**src/rtl/pattern_gen_if.sv**
```systemverilog
// Control/status bundle for the serial pattern generator.
// The master side issues sends; the slave side is the generator itself.
interface pattern_gen_if #(
   parameter int WIDTH = 16,
   parameter int LW    = 5
);
   logic             start;
   logic             abort;
   logic [WIDTH-1:0] pattern;
   logic [LW-1:0]    len;
   logic [3:0]       rpt;
   logic [3:0]       gap;
   logic             out;
   logic             out_valid;
   logic             busy;
   logic             done;

   modport master (
      output start, abort, pattern, len, rpt, gap,
      input  out, out_valid, busy, done
   );

   modport slave (
      input  start, abort, pattern, len, rpt, gap,
      output out, out_valid, busy, done
   );
endinterface

```
**src/rtl/pattern_gen.sv**
```systemverilog
// Serial pattern generator: sends a latched pattern LSB first,
// repeated rpt+1 times with optional idle gaps between repetitions.
module pattern_gen #(
   parameter int WIDTH = 16,
   parameter int LW    = 5
) (
   input  logic         clk,
   input  logic         reset,
   pattern_gen_if.slave bus
);
   typedef enum logic [1:0] {IDLE, SHIFT, GAP, DONE} state_e;

   state_e           state_q, state_d;
   logic [WIDTH-1:0] pat_q, pat_d;
   logic [WIDTH-1:0] sh_q, sh_d;
   logic [LW-1:0]    len_q, len_d;
   logic [LW-1:0]    idx_q, idx_d;
   logic [3:0]       rpt_q, rpt_d;
   logic [3:0]       gap_q, gap_d;
   logic [3:0]       gcnt_q, gcnt_d;
   logic             out_q, out_d;
   logic             valid_q, valid_d;
   logic             busy_q, busy_d;
   logic             done_q, done_d;
   logic [LW-1:0]    eff_len;

   assign bus.out       = out_q;
   assign bus.out_valid = valid_q;
   assign bus.busy      = busy_q;
   assign bus.done      = done_q;

   always_comb begin
      eff_len = bus.len;
      if (bus.len == '0 || bus.len > LW'(WIDTH))
         eff_len = LW'(WIDTH);
   end

   // sh_q holds the pattern shifted right by idx_q, so sh_q[0] is the bit on the wire
   always_comb begin
      state_d = state_q;
      pat_d   = pat_q;
      sh_d    = sh_q;
      len_d   = len_q;
      idx_d   = idx_q;
      rpt_d   = rpt_q;
      gap_d   = gap_q;
      gcnt_d  = gcnt_q;
      unique case (state_q)
         IDLE: begin
            if (bus.start && !bus.abort) begin
               state_d = SHIFT;
               pat_d   = bus.pattern;
               sh_d    = bus.pattern;
               len_d   = eff_len;
               rpt_d   = bus.rpt;
               gap_d   = bus.gap;
               idx_d   = '0;
            end
         end
         SHIFT: begin
            if (bus.abort) begin
               state_d = IDLE;
            end else if (idx_q == len_q - 1'b1) begin
               idx_d = '0;
               sh_d  = pat_q;
               if (rpt_q == 4'd0) begin
                  state_d = DONE;
               end else begin
                  rpt_d = rpt_q - 4'd1;
                  if (gap_q != 4'd0) begin
                     state_d = GAP;
                     gcnt_d  = gap_q;
                  end
               end
            end else begin
               idx_d = idx_q + 1'b1;
               sh_d  = sh_q >> 1;
            end
         end
         GAP: begin
            if (bus.abort)
               state_d = IDLE;
            else if (gcnt_q == 4'd1)
               state_d = SHIFT;
            else
               gcnt_d = gcnt_q - 4'd1;
         end
         DONE: state_d = IDLE;
      endcase
      out_d   = (state_d == SHIFT) ? sh_d[0] : 1'b1;
      valid_d = (state_d == SHIFT);
      busy_d  = (state_d == SHIFT) || (state_d == GAP);
      done_d  = (state_d == DONE);
   end

   always_ff @(posedge clk) begin
      if (reset) begin
         state_q <= IDLE;
         pat_q   <= '0;
         sh_q    <= '0;
         len_q   <= '0;
         idx_q   <= '0;
         rpt_q   <= '0;
         gap_q   <= '0;
         gcnt_q  <= '0;
         out_q   <= 1'b1;
         valid_q <= 1'b0;
         busy_q  <= 1'b0;
         done_q  <= 1'b0;
      end else begin
         state_q <= state_d;
         pat_q   <= pat_d;
         sh_q    <= sh_d;
         len_q   <= len_d;
         idx_q   <= idx_d;
         rpt_q   <= rpt_d;
         gap_q   <= gap_d;
         gcnt_q  <= gcnt_d;
         out_q   <= out_d;
         valid_q <= valid_d;
         busy_q  <= busy_d;
         done_q  <= done_d;
      end
   end
endmodule

```
**src/flat_wrapper.sv**
```systemverilog
// flat-port wrapper written by rule: the top's interface ports become plain ports
module pattern_gen_flat 
#(
   parameter int WIDTH = 16,
   parameter int LW    = 5
)
  (clk, reset, bus_start, bus_abort, bus_pattern, bus_len, bus_rpt, bus_gap, bus_out, bus_out_valid, bus_busy, bus_done);
  pattern_gen_if #(.WIDTH(WIDTH), .LW(LW)) bus_i ();
  input  logic clk;
  input  logic reset;
  input wire logic [$bits(bus_i.start)-1:0] bus_start;
  input wire logic [$bits(bus_i.abort)-1:0] bus_abort;
  input wire logic [$bits(bus_i.pattern)-1:0] bus_pattern;
  input wire logic [$bits(bus_i.len)-1:0] bus_len;
  input wire logic [$bits(bus_i.rpt)-1:0] bus_rpt;
  input wire logic [$bits(bus_i.gap)-1:0] bus_gap;
  output wire logic [$bits(bus_i.out)-1:0] bus_out;
  output wire logic [$bits(bus_i.out_valid)-1:0] bus_out_valid;
  output wire logic [$bits(bus_i.busy)-1:0] bus_busy;
  output wire logic [$bits(bus_i.done)-1:0] bus_done;
  assign bus_i.start = bus_start;
  assign bus_i.abort = bus_abort;
  assign bus_i.pattern = bus_pattern;
  assign bus_i.len = bus_len;
  assign bus_i.rpt = bus_rpt;
  assign bus_i.gap = bus_gap;
  assign bus_out = bus_i.out;
  assign bus_out_valid = bus_i.out_valid;
  assign bus_busy = bus_i.busy;
  assign bus_done = bus_i.done;
  pattern_gen #(.WIDTH(WIDTH), .LW(LW)) u_core (.clk(clk), .reset(reset), .bus(bus_i));
endmodule
```
**config.mk**
```make
export PLATFORM = sky130hd
export DESIGN_NAME = pattern_gen_flat
export DESIGN_NICKNAME = d
export VERILOG_FILES = /design/src/rtl/pattern_gen_if.sv /design/src/rtl/pattern_gen.sv /design/src/flat_wrapper.sv
export SDC_FILE = /design/constraint.sdc
export NUM_CORES = 1
export LEC_CHECK = 0
export BUFFER_PORTS_ARGS = -buffer_cell sky130_fd_sc_hd__clkbuf_2
export CORE_UTILIZATION = 62
export CTS_CLUSTER_DIAMETER = 30
export DETAILED_ROUTE_END_ITERATION = 16
export GPL_TIMING_DRIVEN = 1
export PLACE_DENSITY = 0.95
export SLEW_MARGIN = 20
export SYNTH_ARGS = -nofsm -noshare
export SYNTH_HDL_FRONTEND = slang
export SYNTH_SLANG_ARGS = --single-unit
```
**constraint.sdc**
```tcl
create_clock -name clk -period 3.25 [get_ports clk]
set_input_delay 0.1625 -clock clk [delete_from_list [all_inputs] [get_ports clk]]
set_output_delay 0.1625 -clock clk [all_outputs]
set_load 0.02 [all_outputs]
```
==> results of run 1 <==
## where the power goes
part           internal [mW]  switching [mW]
clock                  0.353           0.298
sequential             0.767          0.0214
combinational         0.0729           0.109
## final timing paths
kind	end	slack, ps	depth (start not counted)
setup / recovery	u_core.bus.out	910	9
hold / removal	u_core.gap_q[1]	40	3
setup reg to reg	u_core.bus.out	910	9
hold reg to reg	u_core.pat_q[10]	460	2
## cell usage after synthesis, types with 2 or more instances
library cell,n
buf_6,3
or3b_1,2
a22oi_1,2
buf_2,7
a31oi_1,2
nand3b_1,3
a31oi_4,2
o2111ai_1,2
dfxtp_1,60
nor3_1,8
o22ai_1,18
o32ai_1,2
nor2b_1,4
nor2_1,8
nor3b_1,3
xnor2_1,7
nand2b_1,2
nand2_1,59
nand3_1,4
a21boi_0,14
clkbuf_1,10
inv_1,9
o31ai_1,4
ha_1,9
buf_4,2
o21ai_0,3
mux2i_1,19
xor2_1,4
a21oi_1,31
## routing by layer
layer  vias to the layer above  share of wire
li1                       1252              -
met1                      1225           0.42
met2                        78           0.49
met3                        20          0.057
met4                         0          0.028
met5                         -              0
## per-stage QoR
stage               std cells   util
global placement          403  0.695
CTS                       419  0.738
global route              419  0.738
detailed placement        403  0.695
finish                    419  0.738
floorplan                 333      -
## layout by cell type, fill, tap and decap left out, types with 2 or more instances in the layout
| cell | n |
|---|---|
| o2111ai_1 | 2 |
| a22oi_1 | 2 |
| clkinv_4 | 2 |
| buf_4 | 5 |
| a21oi_1 | 31 |
| nand2b_1 | 2 |
| a21boi_0 | 14 |
| inv_1 | 9 |
| nor3b_1 | 3 |
| o32ai_1 | 2 |
| mux2i_1 | 19 |
| nor3_1 | 8 |
| o22ai_1 | 18 |
| a31oi_4 | 2 |
| a31oi_1 | 2 |
| o21ai_0 | 3 |
| nand3_1 | 4 |
| clkbuf_2 | 36 |
| xor2_1 | 4 |
| nand2_1 | 59 |
| nor2_1 | 8 |
| o31ai_1 | 4 |
| dfxtp_1 | 60 |
| xnor2_1 | 7 |
| nand3b_1 | 3 |
| nor2b_1 | 4 |
| clkbuf_8 | 9 |
| or3b_1 | 2 |
| ha_1 | 9 |
| clkinv_2 | 2 |
## flip-flops by register name, summed over array words and instances, names as in the netlist
| register | flops |
|---|---|
| u_core.idx_q | 5 |
| u_core.bus.done | 1 |
| u_core.gap_q | 4 |
| u_core.state_q | 2 |
| u_core.pat_q | 16 |
| u_core.gcnt_q | 4 |
| u_core.bus.busy | 1 |
| u_core.rpt_q | 4 |
| u_core.bus.out | 1 |
| u_core.len_q | 5 |
| u_core.bus.out_valid | 1 |
| u_core.sh_q | 16 |
## kinds of logic (layout without fill, tap and decap cells)
logic type | count (synthesis) | in the layout | share of synthesized area
flops | 60 | 60 | 0.402
xor+xnor | 11 | 11 | 0.0322
compound gates | 94 | 94 | 0.221
buf+inv | 33 | 67 | 0.0599
simple gates | 106 | 106 | 0.180
mux | 20 | 20 | 0.0674
fa+ha+maj | 9 | 9 | 0.0377
## worst max-delay path: cells and delay by family, from the launching register on
| family | cells | cell delay, ps |
|---|---|---|
| compound gates | 5 | 1210 |
| fa+ha+maj | 2 | 450 |
| buf+inv | 1 | 60 |
| simple gates | 1 | 140 |
| flops | 1 | 370 |
## area by class of cell
type	count	area [µm²]
multi-input combinational	240	1610
sequential	60	1200
fill	326	1180
timing repair buffer	41	218
clock buffer	10	128
clock inverter	6	65.1
tap	52	65.1
inverter	10	37.5
==> qor.csv, run 1 <==
stage,metric,value,unit
routing,wirelength,6560,µm
yosys,synth_area,2990,µm²
yosys,synth_seq_cells,60,
critical_path,critPathMaxFanout,9,
yosys,ys_types,59,
global_route,use_met3,0.0577,
yosys,synth_edf_count,0,
routing,drc,0,
sta,fin_tns_setup,0,ps
critical_path,startpoint,u_core.len_q[0],
floorplan,boundaryPins,37,
min_path,hold_path_class,in -> reg,
global_route,grt_pass1_vias,2473,
sta,worst_slack,906,ps
global_route,grt_max_degree,58,
clock_tree,cts_resized,0,
clock_tree,cts_sinks,60,
yosys,synthesis.nets,375,
finish,area_delta_synth_final,11.2,%
placed_design,place_hpwl,4380,µm
clock_tree,numCtsBuffers,9,
yosys,yosys_warnings,0,
clock_tree,clk_pin_slew,60,ps
critical_path,max_stage_delay,510,ps
finish,drive_above_1_share,0.185,
floorplan,die_x,71.4,µm
clock_tree,cts_tree,yes,
critical_path,worstSetupStartpointType,flop,
yosys,syn_inst,333,
power,p_leak,1.29,nW
clock_tree,htree_levels,3,
clock_tree,hold_buffers,0,
critical_path,worstSetupEndpointType,flop,
global_route,met1_usage,0.339,
critical_path,path_cells,"inv_1, ha_1, o21ba_1, a22oi_2, o2111a_1, a31oi_2, ha_1, nor2b_1, o311ai_2",
global_route,overflow,0,
sta,clock_skew,8.63,ps
sta,tightest_slew,1010,ps
floorplan,initial_core_util,0.663,
global_route,top_usage_layer,met2,
yosys,yosysTopAreaCellShare,0.402,
placed_design,port_buffers,36,
clock_tree,clk_root_buffer_cell,clkbuf_8,
sta,whs,36.5,ps
routing,drt_iter0_drc,254,
routing,ant_nets,0,
yosys,async_flop_share,0,
global_route,grt_usage,0.281,
clock_tree,clock_path_buffers,2,
sta,fmax,0.427,GHz
sta,maxSlewHeadroom,0.327,
min_path,hold_start,bus_gap[1],
global_route,grt_pass1_wl,11000,µm
routing,route.detailed.wl_per_inst,15.7,µm
yosys,ys_top_cells_by_area,"dfxtp_1 (40%), nand2_1 (7.4%), mux2i_1 (6.4%), a21oi_1 (5.2%), ha_1 (3.8%)",
sta,finalMaxSlewViolations,0,
run_status,status,finished clean,
clock_tree,post_cts_buffers,0,
yosys,ys.flop_type,dfxtp_1,
floorplan,fp.dieH,71.4,µm
floorplan,core_area,4500,µm²
routing,vias_per_cell,6.15,
placed_design,place_ws,904,ps
sta,final-hold-violation-count,0,
critical_path,required,3500,ps
sta,period_needed,2340,ps
yosys,synth_seq_area_share,0.402,
floorplan,die-area,5100,µm²
global_route,grt_use_met2,0.454,
critical_path,slowest_stage,o2111a_1,
placed_design,placed_area,3130,µm²
sta,setup_viol,0,
critical_path,worst-setup-path-type,reg -> reg,
sta,finalCritPeriodShare,0.721,
routing,via_count,2575,
finish,nets,404,
power,power,1.62,mW
power,irDropWorstVdd,0.363,mV
sta,rsz0062_at_grt,false,
yosys,avgSynthCellArea,8.97,µm²
power,power.density,488,nW/µm²
flow_run,maxCapViolations,0,
floorplan,num_rows,24,
routing,dr.pass1.iters,5,
placed_design,routabilityCongestion,0.943,
clock_tree,clkLatencyLatePin,350,ps
global_route,antenna_found_initial,0,
yosys,yosys.area.top_type,dfxtp_1,
critical_path,timing.critical_path.mode_cell,ha_1,
finish,fin_area,3320,µm²
critical_path,r2r_start,u_core.len_q[0],
critical_path,worstPathArrival,2600,ps
finish,antenna_cells,0,
No activity file was read; power rests on OpenSTA's default activity.
==> run 2: changes to the inputs <==
- CORE_UTILIZATION: 62 -> 58
- PLACE_DENSITY: 0.95 -> 0.92
- clock period: 3.25 -> 2.3 ns (I/O delays scaled with it)
==> run 2 against run 1 <==
Effect of this change: combinational power increased by 50%; flip-flop and latch count stayed put; clock skew hardly changed; cell count is 5.0% higher; largest power group unchanged; global-route usage shrank 0.54 points; via count up 0.70%; sequential power is 42% higher; final area up 2.8%; setup slack lost 840 ps.
==> qor.csv, run 2 (synthesis results as in run 1) <==
stage,metric,value,unit,change
critical_path,worstSetupEndpointType,flop,,unchanged
sta,final-hold-violation-count,0,,unchanged
global_route,grt_usage,0.276,,was 0.281
power,p_seq_frac,0.480,,was 0.486
floorplan,boundaryPins,37,,unchanged
finish,area_delta_synth_final,14.3,%,was 11.2%
clock_tree,clock_path_buffers,2,,unchanged
power,p_int,1.72,mW,was 1.19 mW
finish,final_cell_mix,"nand2_1 (59), dfxtp_1 (59), clkbuf_2 (36)",,"was dfxtp_1 (60), nand2_1 (59), clkbuf_2 (36)"
critical_path,worst_r2r_endpoint,u_core.bus.out,,unchanged
sta,setup_viol,0,,unchanged
critical_path,required,2550,ps,was 3500 ps
run_status,status,finished clean,,unchanged
sta,clock_skew,8.62,ps,was 8.63 ps
power,power_switching,0.602,mW,was 0.428 mW
sta,worst_slack,65.4,ps,was 906 ps
sta,finalMaxSlewViolations,0,,unchanged
floorplan,die_x,73.8,µm,was 71.4 µm
routing,via_count,2593,,was 2575
placed_design,routabilityCongestion,0.826,,was 0.943
floorplan,die-area,5440,µm²,was 5100 µm²
routing,drc,0,,unchanged
clock_tree,clk_pin_slew,70,ps,was 60 ps
sta,tightest_slew,656,ps,was 1010 ps
power,power_frac_comb,0.116,,was 0.112
critical_path,r2r_cells,10,,was 9
routing,ant_nets,0,,unchanged
power,clkPwrFrac,0.404,,was 0.402
global_route,antenna_found_initial,0,,unchanged
critical_path,critPathMaxFanout,4,,was 9
finish,antenna_cells,0,,unchanged
flow_run,maxCapViolations,0,,unchanged
finish,top_regs,"u_core.pat_q: 16 flops, u_core.sh_q: 16 flops",,unchanged
clock_tree,cts_sinks,60,,unchanged
routing,dr.pass1.iters,4,,was 5
routing,drt_iter0_drc,199,,was 254
placed_design,place_hpwl,4500,µm,was 4380 µm
global_route,overflow,0,,unchanged
floorplan,fp.dieH,73.8,µm,was 71.4 µm
critical_path,rrSetupSlack,70,ps,was 910 ps
clock_tree,cts_tree,yes,,unchanged
clock_tree,htree_levels,3,,unchanged
clock_tree,clk_root_buffer_cell,clkbuf_8,,unchanged
clock_tree,numCtsBuffers,9,,unchanged
global_route,grt_max_degree,40,,was 58
finish,drive_above_1_share,0.206,,was 0.185
floorplan,core_area,4850,µm²,was 4500 µm²
critical_path,crit_path_end,u_core.bus.out,,unchanged
power,switching_share,0.259,,was 0.264
power,irDropWorstVdd,0.496,mV,was 0.363 mV
routing,vias_per_cell,5.89,,was 6.15
routing,route.detailed.wl_per_inst,15.7,µm,about the same
critical_path,worstSetupStartpointType,flop,,unchanged
global_route,grt_pass1_wl,11200,µm,was 11000 µm
power,power.density,681,nW/µm²,was 488 nW/µm²
critical_path,startpoint,u_core.len_q[0],,unchanged
sta,period_needed,2230,ps,was 2340 ps
floorplan,initial_core_util,0.616,,was 0.663
placed_design,port_buffers,36,,unchanged
sta,fmax,0.448,GHz,was 0.427 GHz
critical_path,worst-setup-path-type,reg -> reg,,unchanged
placed_design,placed_cells,422,,was 403
floorplan,num_rows,25,,was 24
global_route,grt_pass1_vias,2475,,was 2473
clock_tree,clkLatencyLatePin,340,ps,was 350 ps
finish,fin_cells,440,,was 419
finish,nets,410,,was 404
placed_design,place_ws,52.7,ps,was 904 ps
power,p_leak,1.32,nW,was 1.29 nW
critical_path,worstPathArrival,2480,ps,was 2600 ps
sta,maxSlewHeadroom,0.559,,was 0.327
routing,wirelength,6920,µm,was 6560 µm
critical_path,r2r_start,u_core.len_q[0],,unchanged
min_path,hold_path_class,in -> reg,,unchanged
sta,finalCritPeriodShare,0.972,,was 0.721
[run 2: per-stage QoR]
step                      power, mW  instance area (µm²)  TNS (ps)  utilization  hold WS, ps
after floorplan                1.31                 2990         0            -          209
after global placement         1.38                 3180         0        0.655          348
after detailed placement       1.39                 3180         0        0.655          360
after CTS                      2.32                 3380         0        0.698         2.45
after global routing           2.41                 3420     -50.9        0.705         19.1
final                          2.32                 3420         0        0.705         6.57
[run 2: area by class of cell]
class / instances / area, µm²
clock buffers: 12 / 145
clock inverters: 4 / 48.8
fillers: 371 / 1430
inverters: 10 / 37.5
multi-input cells: 240 / 1630
flip-flops and latches: 60 / 1200
well taps: 67 / 83.8
repair buffers: 47 / 265
[run 2: routing by layer]
metal / global-route usage / up-vias / wire [µm]
li1: - / 1264 / -
met1: 0.330 / 1231 / 2990
met2: 0.449 / 78 / 3360
met3: 0.0754 / 20 / 373
met4: 0.147 / 0 / 192
met5: 0 / - / 0
[run 2: repair_timing]
action | CTS | global route
gates resized for setup | 0 | 6
hold endpoints to repair | 1 | 0
setup endpoints to repair | 0 | 4
hold buffers | 1 | 0
setup buffers | 0 | 1
[run 2: how the worst min path moves through the flow]
| stage | depth (start not counted) | to | from | slack, ps |
|---|---|---|---|---|
| 6_report | 3 | u_core.pat_q[8] | bus_pattern[8] | 7 |
| 5_1_grt | 3 | u_core.pat_q[11] | bus_pattern[11] | 20 |
| 3_5_place_dp | 3 | u_core.gap_q[2] | bus_gap[2] | 360 |
| 2_1_floorplan | 1 | u_core.bus.out_valid | reset | 210 |
| 4_1_cts | 3 | u_core.gap_q[1] | bus_gap[1] | 2 |
| 3_3_place_gp | 3 | u_core.gap_q[2] | bus_gap[2] | 350 |
[run 2: worst max-delay path, stage by stage, from the launching register on]
cell and delay (ps):
dfxtp_2 350, inv_1 50, ha_1 250, o21ba_1 200
a22oi_2 220, o2111ai_2 160, o31ai_2 280, nand2_1 170
ha_1 230, nor2b_1 140, o311ai_2 90
[run 2: power by group through the flow]
| stage | sequential (mW) | clock (mW) | combinational, mW |
|---|---|---|---|
| floorplan | 1.13 | 0 | 0.181 |
| global placement | 1.13 | 0 | 0.245 |
| detailed placement | 1.14 | 0 | 0.254 |
| CTS | 1.11 | 0.949 | 0.259 |
| global route | 1.12 | 0.994 | 0.297 |
| finish | 1.12 | 0.939 | 0.271 |
